**src/rtl/mem_port_arb_if.sv**
```systemverilog
// mem_port_arb_if -- bundle of every mem_port_arb signal except clk/rst.
//
// Groups:
//   m0_* / m1_*   two requesting masters: req/we/addr/wdata in, gnt/rvalid/rdata out
//   mem_*         single-word memory port (CPU_addr/CPU_wdata/CPU_wenable/CPU_rdata/CPU_ready)
//   busy          arbiter is not idle
//   timeout_err   one-cycle pulse when a read is abandoned
//
// Modports:
//   slave   the arbiter's view
//   master  the view of whatever drives the masters and the memory (testbench or top level)
interface mem_port_arb_if #(
    parameter int WORDSIZE = 16
);
    logic                m0_req;
    logic                m0_we;
    logic [WORDSIZE-1:0] m0_addr;
    logic [WORDSIZE-1:0] m0_wdata;
    logic                m0_gnt;
    logic                m0_rvalid;
    logic [WORDSIZE-1:0] m0_rdata;

    logic                m1_req;
    logic                m1_we;
    logic [WORDSIZE-1:0] m1_addr;
    logic [WORDSIZE-1:0] m1_wdata;
    logic                m1_gnt;
    logic                m1_rvalid;
    logic [WORDSIZE-1:0] m1_rdata;

    logic [WORDSIZE-1:0] mem_addr;
    logic [WORDSIZE-1:0] mem_wdata;
    logic                mem_wenable;
    logic [WORDSIZE-1:0] mem_rdata;
    logic                mem_ready;

    logic                busy;
    logic                timeout_err;

    modport slave (
        input  m0_req, m0_we, m0_addr, m0_wdata,
        input  m1_req, m1_we, m1_addr, m1_wdata,
        input  mem_rdata, mem_ready,
        output m0_gnt, m0_rvalid, m0_rdata,
        output m1_gnt, m1_rvalid, m1_rdata,
        output mem_addr, mem_wdata, mem_wenable,
        output busy, timeout_err
    );

    modport master (
        output m0_req, m0_we, m0_addr, m0_wdata,
        output m1_req, m1_we, m1_addr, m1_wdata,
        output mem_rdata, mem_ready,
        input  m0_gnt, m0_rvalid, m0_rdata,
        input  m1_gnt, m1_rvalid, m1_rdata,
        input  mem_addr, mem_wdata, mem_wenable,
        input  busy, timeout_err
    );
endinterface

```
**src/rtl/mem_port_arb.sv**
```systemverilog
// mem_port_arb -- two-master round-robin arbiter and access sequencer for the
// mmu CPU data port. Master 0 is the CPU core, master 1 the block-copy/DMA
// engine. One single-word access is in flight at a time; the memory port is
// driven from registers, reads wait for mem_ready and the data is returned to
// the owning master with a one-cycle rvalid pulse.
//
// Ports:
//   clk   single clock, rising edge
//   rst   synchronous, active-high reset
//   bus   mem_port_arb_if.slave: m0_*/m1_* master handshakes, mem_* memory
//         port, busy, timeout_err
//
// Parameters:
//   WORDSIZE  data/address width
//   TIMEOUT   WAIT cycles before a read is abandoned (watchdog builds only)
//   ERR_WORD  read data returned on a timeout
//
// Build option:
//   MEM_PORT_ARB_TIMEOUT_EN  when defined, a WAIT-state watchdog abandons reads
//                            after TIMEOUT cycles without mem_ready; when
//                            undefined, WAIT holds until mem_ready and
//                            timeout_err stays 0.
module mem_port_arb #(
    parameter int                  WORDSIZE = 16,
    parameter int                  TIMEOUT  = 15,
    parameter logic [WORDSIZE-1:0] ERR_WORD = WORDSIZE'(16'hDEAD)
) (
    input logic           clk,
    input logic           rst,
    mem_port_arb_if.slave bus
);

    typedef enum logic [1:0] {
        IDLE  = 2'd0,
        ISSUE = 2'd1,
        WAIT  = 2'd2
    } state_t;

    state_t                   state_q, state_d;
    logic                     last_q, last_d;      // last granted master; also owner of the access in flight
    logic [1:0]               gnt_q, gnt_d;
    logic [1:0]               rvalid_q, rvalid_d;
    logic [1:0][WORDSIZE-1:0] rdata_q, rdata_d;
    logic [WORDSIZE-1:0]      mem_addr_q, mem_addr_d;
    logic [WORDSIZE-1:0]      mem_wdata_q, mem_wdata_d;
    logic                     mem_we_q, mem_we_d;
    logic                     tmo_q, tmo_d;

    logic [1:0]               req;
    logic [1:0]               we;
    logic [1:0][WORDSIZE-1:0] addr;
    logic [1:0][WORDSIZE-1:0] wdata;
    logic                     win;
    logic                     tmo_hit;             // WAIT is giving up on this cycle

    assign req   = {bus.m1_req,   bus.m0_req};
    assign we    = {bus.m1_we,    bus.m0_we};
    assign addr  = {bus.m1_addr,  bus.m0_addr};
    assign wdata = {bus.m1_wdata, bus.m0_wdata};

    // Lone requester wins; on a tie the master that was not granted last wins.
    assign win = req[1] & (~req[0] | ~last_q);

`ifdef MEM_PORT_ARB_TIMEOUT_EN
    localparam int CW = (TIMEOUT > 1) ? $clog2(TIMEOUT) : 1;

    logic [CW-1:0] cnt_q, cnt_d;

    // cnt_q counts completed no-ready WAIT cycles; the cycle that would take it
    // to TIMEOUT is the one that abandons. A ready in that cycle still wins.
    assign tmo_hit = !bus.mem_ready && (cnt_q == CW'(TIMEOUT - 1));

    always_comb begin
        cnt_d = cnt_q;
        if (state_q == ISSUE) begin
            cnt_d = '0;
        end else if (state_q == WAIT && !bus.mem_ready && !tmo_hit) begin
            cnt_d = cnt_q + CW'(1);
        end
    end

    always_ff @(posedge clk) begin
        if (rst) begin
            cnt_q <= '0;
        end else begin
            cnt_q <= cnt_d;
        end
    end
`else
    assign tmo_hit = 1'b0;
`endif

    always_comb begin
        state_d     = state_q;
        last_d      = last_q;
        gnt_d       = '0;
        rvalid_d    = '0;
        rdata_d     = rdata_q;
        mem_addr_d  = mem_addr_q;
        mem_wdata_d = mem_wdata_q;
        mem_we_d    = 1'b0;                         // write strobe lives only in ISSUE
        tmo_d       = 1'b0;

        unique case (state_q)
            IDLE: begin
                if (|req) begin
                    mem_addr_d  = addr[win];
                    mem_wdata_d = wdata[win];
                    mem_we_d    = we[win];
                    gnt_d[win]  = 1'b1;
                    last_d      = win;
                    state_d     = ISSUE;
                end
            end
            ISSUE: begin
                state_d = mem_we_q ? IDLE : WAIT;
            end
            WAIT: begin
                if (bus.mem_ready || tmo_hit) begin
                    rdata_d[last_q]  = bus.mem_ready ? bus.mem_rdata : ERR_WORD;
                    rvalid_d[last_q] = 1'b1;
                    tmo_d            = tmo_hit;
                    state_d          = IDLE;
                end
            end
            default: begin
                state_d = IDLE;
            end
        endcase
    end

    always_ff @(posedge clk) begin
        if (rst) begin
            state_q     <= IDLE;
            last_q      <= 1'b1;                    // master 0 wins the first tie
            gnt_q       <= '0;
            rvalid_q    <= '0;
            rdata_q     <= '0;
            mem_addr_q  <= '0;
            mem_wdata_q <= '0;
            mem_we_q    <= 1'b0;
            tmo_q       <= 1'b0;
        end else begin
            state_q     <= state_d;
            last_q      <= last_d;
            gnt_q       <= gnt_d;
            rvalid_q    <= rvalid_d;
            rdata_q     <= rdata_d;
            mem_addr_q  <= mem_addr_d;
            mem_wdata_q <= mem_wdata_d;
            mem_we_q    <= mem_we_d;
            tmo_q       <= tmo_d;
        end
    end

    assign bus.m0_gnt      = gnt_q[0];
    assign bus.m1_gnt      = gnt_q[1];
    assign bus.m0_rvalid   = rvalid_q[0];
    assign bus.m1_rvalid   = rvalid_q[1];
    assign bus.m0_rdata    = rdata_q[0];
    assign bus.m1_rdata    = rdata_q[1];
    assign bus.mem_addr    = mem_addr_q;
    assign bus.mem_wdata   = mem_wdata_q;
    assign bus.mem_wenable = mem_we_q;
    assign bus.busy        = (state_q != IDLE);
    assign bus.timeout_err = tmo_q;

endmodule

```
**src/flat_wrapper.sv**
```systemverilog
// flat-port wrapper written by rule: the top's interface ports become plain ports
module mem_port_arb_flat 
#(
    parameter int                  WORDSIZE = 16,
    parameter int                  TIMEOUT  = 15,
    parameter logic [WORDSIZE-1:0] ERR_WORD = WORDSIZE'(16'hDEAD)
)
  (clk, rst, bus_m0_req, bus_m0_we, bus_m0_addr, bus_m0_wdata, bus_m1_req, bus_m1_we, bus_m1_addr, bus_m1_wdata, bus_mem_rdata, bus_mem_ready, bus_m0_gnt, bus_m0_rvalid, bus_m0_rdata, bus_m1_gnt, bus_m1_rvalid, bus_m1_rdata, bus_mem_addr, bus_mem_wdata, bus_mem_wenable, bus_busy, bus_timeout_err);
  mem_port_arb_if #(.WORDSIZE(WORDSIZE)) bus_i ();
  input logic clk;
  input logic rst;
  input wire logic [$bits(bus_i.m0_req)-1:0] bus_m0_req;
  input wire logic [$bits(bus_i.m0_we)-1:0] bus_m0_we;
  input wire logic [$bits(bus_i.m0_addr)-1:0] bus_m0_addr;
  input wire logic [$bits(bus_i.m0_wdata)-1:0] bus_m0_wdata;
  input wire logic [$bits(bus_i.m1_req)-1:0] bus_m1_req;
  input wire logic [$bits(bus_i.m1_we)-1:0] bus_m1_we;
  input wire logic [$bits(bus_i.m1_addr)-1:0] bus_m1_addr;
  input wire logic [$bits(bus_i.m1_wdata)-1:0] bus_m1_wdata;
  input wire logic [$bits(bus_i.mem_rdata)-1:0] bus_mem_rdata;
  input wire logic [$bits(bus_i.mem_ready)-1:0] bus_mem_ready;
  output wire logic [$bits(bus_i.m0_gnt)-1:0] bus_m0_gnt;
  output wire logic [$bits(bus_i.m0_rvalid)-1:0] bus_m0_rvalid;
  output wire logic [$bits(bus_i.m0_rdata)-1:0] bus_m0_rdata;
  output wire logic [$bits(bus_i.m1_gnt)-1:0] bus_m1_gnt;
  output wire logic [$bits(bus_i.m1_rvalid)-1:0] bus_m1_rvalid;
  output wire logic [$bits(bus_i.m1_rdata)-1:0] bus_m1_rdata;
  output wire logic [$bits(bus_i.mem_addr)-1:0] bus_mem_addr;
  output wire logic [$bits(bus_i.mem_wdata)-1:0] bus_mem_wdata;
  output wire logic [$bits(bus_i.mem_wenable)-1:0] bus_mem_wenable;
  output wire logic [$bits(bus_i.busy)-1:0] bus_busy;
  output wire logic [$bits(bus_i.timeout_err)-1:0] bus_timeout_err;
  assign bus_i.m0_req = bus_m0_req;
  assign bus_i.m0_we = bus_m0_we;
  assign bus_i.m0_addr = bus_m0_addr;
  assign bus_i.m0_wdata = bus_m0_wdata;
  assign bus_i.m1_req = bus_m1_req;
  assign bus_i.m1_we = bus_m1_we;
  assign bus_i.m1_addr = bus_m1_addr;
  assign bus_i.m1_wdata = bus_m1_wdata;
  assign bus_i.mem_rdata = bus_mem_rdata;
  assign bus_i.mem_ready = bus_mem_ready;
  assign bus_m0_gnt = bus_i.m0_gnt;
  assign bus_m0_rvalid = bus_i.m0_rvalid;
  assign bus_m0_rdata = bus_i.m0_rdata;
  assign bus_m1_gnt = bus_i.m1_gnt;
  assign bus_m1_rvalid = bus_i.m1_rvalid;
  assign bus_m1_rdata = bus_i.m1_rdata;
  assign bus_mem_addr = bus_i.mem_addr;
  assign bus_mem_wdata = bus_i.mem_wdata;
  assign bus_mem_wenable = bus_i.mem_wenable;
  assign bus_busy = bus_i.busy;
  assign bus_timeout_err = bus_i.timeout_err;
  mem_port_arb #(.WORDSIZE(WORDSIZE), .TIMEOUT(TIMEOUT), .ERR_WORD(ERR_WORD)) u_core (.clk(clk), .rst(rst), .bus(bus_i));
endmodule
```
**config.mk**
```make
export PLATFORM = sky130hd
export DESIGN_NAME = mem_port_arb_flat
export DESIGN_NICKNAME = d
export VERILOG_FILES = /design/src/rtl/mem_port_arb_if.sv /design/src/rtl/mem_port_arb.sv /design/src/flat_wrapper.sv
export SDC_FILE = /design/constraint.sdc
export NUM_CORES = 1
export LEC_CHECK = 0
export ABC_AREA = 0
export BUFFER_PORTS_ARGS = -buffer_cell sky130_fd_sc_hd__buf_2
export CORE_ASPECT_RATIO = 0.9
export CORE_MARGIN = 3
export CORE_UTILIZATION = 28
export CTS_CLUSTER_SIZE = 30
export DETAILED_ROUTE_END_ITERATION = 16
export PLACE_DENSITY = 0.6
export REMOVE_ABC_BUFFERS = 1
export SYNTH_ARGS = -nofsm -noshare
export SYNTH_HDL_FRONTEND = slang
export SYNTH_SLANG_ARGS = --single-unit
```
**constraint.sdc**
```tcl
create_clock -name clk -period 1.7 [get_ports clk]
set_input_delay 0.255 -clock clk [delete_from_list [all_inputs] [get_ports clk]]
set_output_delay 0.255 -clock clk [all_outputs]
set_load 0.02 [all_outputs]
```
-- Word-level counts from Yosys, hierarchy flattened
Index checks and enable logic that the tools add are counted.
Widths: inputs -> output; s select.
- output and inout bits: 71
- input bits: 87
- register bits: 72
- word-level logic and storage cells: 53
- $lt $le $gt $ge: 4
- equality and inequality tests: 4
- muxes and demuxes: 18
- bitwise gates (word level): 8
- reductions and logical operators: 10
- operator list (kind ; number):
    $mux 16 ; 6
    $bwmux 32 ; 1
    $demux 16 s1 ; 1
    $mux 2 ; 3
    $not 1->1 ; 6
    $pmux 2 s3 ; 1
    $reduce_and 2->1 ; 3
    $reduce_or 3->1 ; 2
    $lt 1x2->1 const B ; 2
    $mux 1 ; 4
    $demux 1 s1 ; 2
    $eq 2x1->1 const B ; 1
    $eq 2x2->1 const B ; 1
    $ge 1x1->1 const B ; 2
    $logic_and 1x1->1 ; 2
    $logic_not 2->1 ; 1
    $ne 2x1->1 const B ; 1
    $ne 2x2->1 const B ; 1
    $reduce_bool 2->1 ; 1
    $reduce_or 2->1 ; 1
    $and 1x1->1 ; 1
    $or 1x1->1 ; 1

-- Logic depth before layout (Yosys ltp)
- depth after elaboration: 7
- gate-level depth with buffers: 6
- gate-level depth less buffers: 3

-- Worst setup path before layout
No wires, ideal clock.
- path kind: flip-flop to flip-flop
- start: register u_core.state_q[1]
- end: register u_core.mem_addr_q[10] (netlist: u_core.bus.mem_addr[10])
- clock period less this slack: 1.357 ns
- path buffers: 3
- library setup time: 0.122 ns
- data arrival time: 1.235 ns
- cell stages (with the launch flop): 7
- path slack: 0.343 ns
- data required time: 1.578 ns
- cell sequence: dfxtp_1 buf_2 nor3_2 and3_1 buf_6 buf_6 a221o_1
- cells in the longest elaborated chain, start to end: 2
- RTL lines (item ; line ; text):
    from (decl) ; mem_port_arb.sv:39 ; state_t state_q, state_d;
    from (signal assigned) ; mem_port_arb.sv:144 ; state_q <= state_d;
    $logic_not 2->1 ; mem_port_arb.sv:104 ; unique case (state_q)
    $reduce_and 2->1 (no source line) ; -- ;
    to (signal assigned) ; mem_port_arb.sv:149 ; mem_addr_q <= mem_addr_d;
    to (decl) ; mem_port_arb.sv:44 ; logic [WORDSIZE-1:0] mem_addr_q, mem_addr_d;
Every way passes these cells.
A chain may end at the register's enable or synchronous reset.

-- Worst setup path after layout
- start: register u_core.state_q[1]
- end: output bus_busy
- cells in the longest elaborated chain, start to end: 1
- RTL lines (item ; line ; text):
    $reduce_bool 2->1 ; mem_port_arb.sv:165 ; assign bus.busy = (state_q != IDLE);
    to (decl) ; flat_wrapper.sv:31 ; output wire logic [$bits(bus_i.busy)-1:0] bus_busy;
Every way passes these cells.

==> results.sh <==
export IMPL_std_cell_rows=34
export IMPL_totalWireLength_um=8947
export IMPL_vdd_drop_max_mv=0.4674
export IMPL_grt_max_degree=39
export IMPL_clk_pin_slew_ps=60
export IMPL_die_area_um2=11440
export IMPL_setup_viol=0
export IMPL_seq_area_frac_synth=0.5050
export IMPL_yosysUniqueCellTypes=25
export IMPL_dp_hpwl_um=6205
export IMPL_maxUsedRoutingLayer="met4"
export IMPL_cts_sinks=72
export IMPL_fin_crit_ps=1620
export IMPL_drv_cap=0
export IMPL_outcome="finished, final reports clean"
export IMPL_start_kind="register"
export IMPL_dr_wl_met2_um=3918
export IMPL_globalplace_congestion=0.7779
export IMPL_cts_tree="yes"
export IMPL_critPathMaxStageDelay_ps=330
export IMPL_critPathTopFamily="buffers and inverters"
export IMPL_finClkSkew_ps=8.734
export IMPL_hold_viol_final=0
export IMPL_critPathRequiredTime_ps=1440
export IMPL_antenna_found_initial=1
export IMPL_post_cts_buffers=0
export IMPL_clkLatencyLatePin_ps=330
export IMPL_via_per_inst=4.859
export IMPL_post_route_cells_drive_above_1_share=0.3979
export IMPL_worstMarginPinSlew_ps=672.6
export IMPL_slew_headroom=0.5516
export IMPL_cts_max_level=3
export IMPL_die_y_um=101.8
export IMPL_area_growth_pct=41.74
export IMPL_ant_nets=0
export IMPL_grt_use_total=0.1514
export IMPL_worstSetupPathType="reg2out"
export IMPL_maxSlewViolCount=0
export IMPL_synth_seq_cells=72
export IMPL_grt_overflow_total=0
export IMPL_numCtsBuffers=9
export IMPL_drtIter0Drc=211
export IMPL_core_area_um2=9784
export IMPL_rsz0062_at_grt="false"
export IMPL_cellPowerDensity_nw_per_um2=1102
export IMPL_slowest_stage="dfxtp_1"
export IMPL_tns_ps=0
export IMPL_hold_ws_ps=138.2
export IMPL_root_buffer="clkbuf_16"
export IMPL_synth_cells=318
export IMPL_crit_fanout=17
export IMPL_yosys_warnings=0
export IMPL_synth_area_leaders="dfxtp_1 51%, a21oi_1 11%, a221o_1 11%"
export IMPL_fp_dieW_um=112.4
export IMPL_fmax_mhz=617.3
export IMPL_nets=553
export IMPL_nFillCells=1004
export IMPL_crit_arrival_ps=1360
export IMPL_drt_pass1_iterations=4
export IMPL_ctsLongestPathBuffers=2
export IMPL_yosys_area_top_type="dfxtp_1"
export IMPL_ioPinCount=158
export IMPL_routedWlPerCell_um=14.99
export IMPL_dr_wl_met3_um=988
export IMPL_end_kind="primary output"
export IMPL_worst_path_buf_inv=4
export IMPL_grt_pass1_vias=2867
export IMPL_route_detailed_drc=0
export IMPL_synth_top_area_frac=0.5050
export IMPL_via_count=2901
export IMPL_syn_area_um2=2854
export IMPL_crit_chain="buf_4, nor2_4, buf_12, inv_1, buf_2"
export IMPL_start_util=0.2917
export IMPL_wl_met1_um=3925
export IMPL_p_leak_nw=1.854
export IMPL_period_share=0.9529
export IMPL_avgSynthCellArea_um2=8.975
export IMPL_grt_pass1_wl_um=13860
export IMPL_numPortBuffers=156
export IMPL_min_path_type="in2reg"
[kinds of logic after synthesis]
logic type / count (synthesis) / share of synthesized area
other: 1 / 0.001314
AO/OA/AOI/OAI: 99 / 0.2319
buffers and inverters: 32 / 0.06532
flip-flops: 72 / 0.5050
AND/OR/NAND/NOR: 114 / 0.1964
[synth_stat cells, drive strengths merged]
cell type and count:
buf 19, a22o 1, nor3b 1, nor2 6, and3 2, nand2 65, and4b 1, inv 1
clkbuf 12, nand4bb 1, conb 1, and4bb 1, or2 1, and2 1, a221o 32, a21oi 65
a211oi 1, nand4b 1, dfxtp 72, nand2b 33, nor3 1
[sequential cells by signal, indices dropped and copies added (netlist names)]
register	flops
u_core.bus.mem_addr	16
u_core.bus.mem_wenable	1
u_core.last_q	1
u_core.bus.m1_rdata	16
u_core.bus.mem_wdata	16
u_core.state_q	2
u_core.gnt_q	2
u_core.bus.m0_rdata	16
u_core.rvalid_q	2
[metrics by stage]
step | total power, mW | setup slack (ps) | instances | instance area (um^2) | utilization
6_report | 4.457 | 80.03 | 597 | 4045 | 0.4134
5_1_grt | 4.640 | 7.020 | 597 | 4045 | 0.4134
4_1_cts | 4.485 | 21.36 | 595 | 4013 | 0.4101
3_5_place_dp | 2.582 | 203.3 | 580 | 3717 | 0.3799
3_3_place_gp | 2.577 | 225.5 | 580 | 3717 | 0.3799
2_1_floorplan | 2.235 | 121.7 | 287 | 2671 | -
[area by class of cell]
class                           count  area [um^2]  share of cell area
Antenna cell                        1        2.502           0.0006186
Clock buffer                       10        239.0             0.05908
Clock inverter                      5        56.30             0.01392
Inverter                            1        3.754           0.0009279
Multi-Input combinational cell    214         1231              0.3044
Sequential cell                    72         1441              0.3563
Tap cell                          126        157.7             0.03897
Timing Repair Buffer              168        913.4              0.2258
[where the power goes]
| group | total (mW) | internal (mW) | switching, mW |
|---|---|---|---|
| clock | 1.88 | 1.17 | 0.716 |
| combinational | 0.709 | 0.304 | 0.404 |
| sequential | 1.86 | 1.80 | 0.0668 |
[layout by cell type, fill, tap and decap left out, drive strengths merged]
cell / instances
a211oi: 1
a21oi: 65
a221o: 32
a22o: 1
and2: 1
and3: 2
and4b: 1
and4bb: 1
buf: 167
bufinv: 1
clkbuf: 11
clkinv: 2
clkinvlp: 1
conb: 1
dfxtp: 72
diode: 1
inv: 2
nand2: 65
nand2b: 33
nand4b: 1
nand4bb: 1
nor2: 6
nor3: 1
nor3b: 1
or2: 1
[routing by layer]
metal,vias to the layer above,global-route usage
met5,-,0
li1,1401,-
met1,1332,0.1772
met3,9,0.07049
met4,0,0.04436
met2,159,0.2506
[path summary, 6_finish.rpt]
kind	from	end	slack (ps)	cells past startpoint
setup / recovery	u_core.state_q[1]	bus_busy	80	5
hold / removal	bus_m0_we	u_core.bus.mem_wenable	140	2
hold reg to reg	u_core.bus.m0_rdata[13]	u_core.bus.m0_rdata[13]	450	2
setup reg to reg	u_core.state_q[0]	u_core.bus.mem_addr[5]	220	4
[timing repair]
item | in CTS | in global routing
hold buffers | 0 | 0
setup endpoints to repair | 0 | 1
gates resized for setup | 0 | 1
Power figures use the tool's default switching activity.
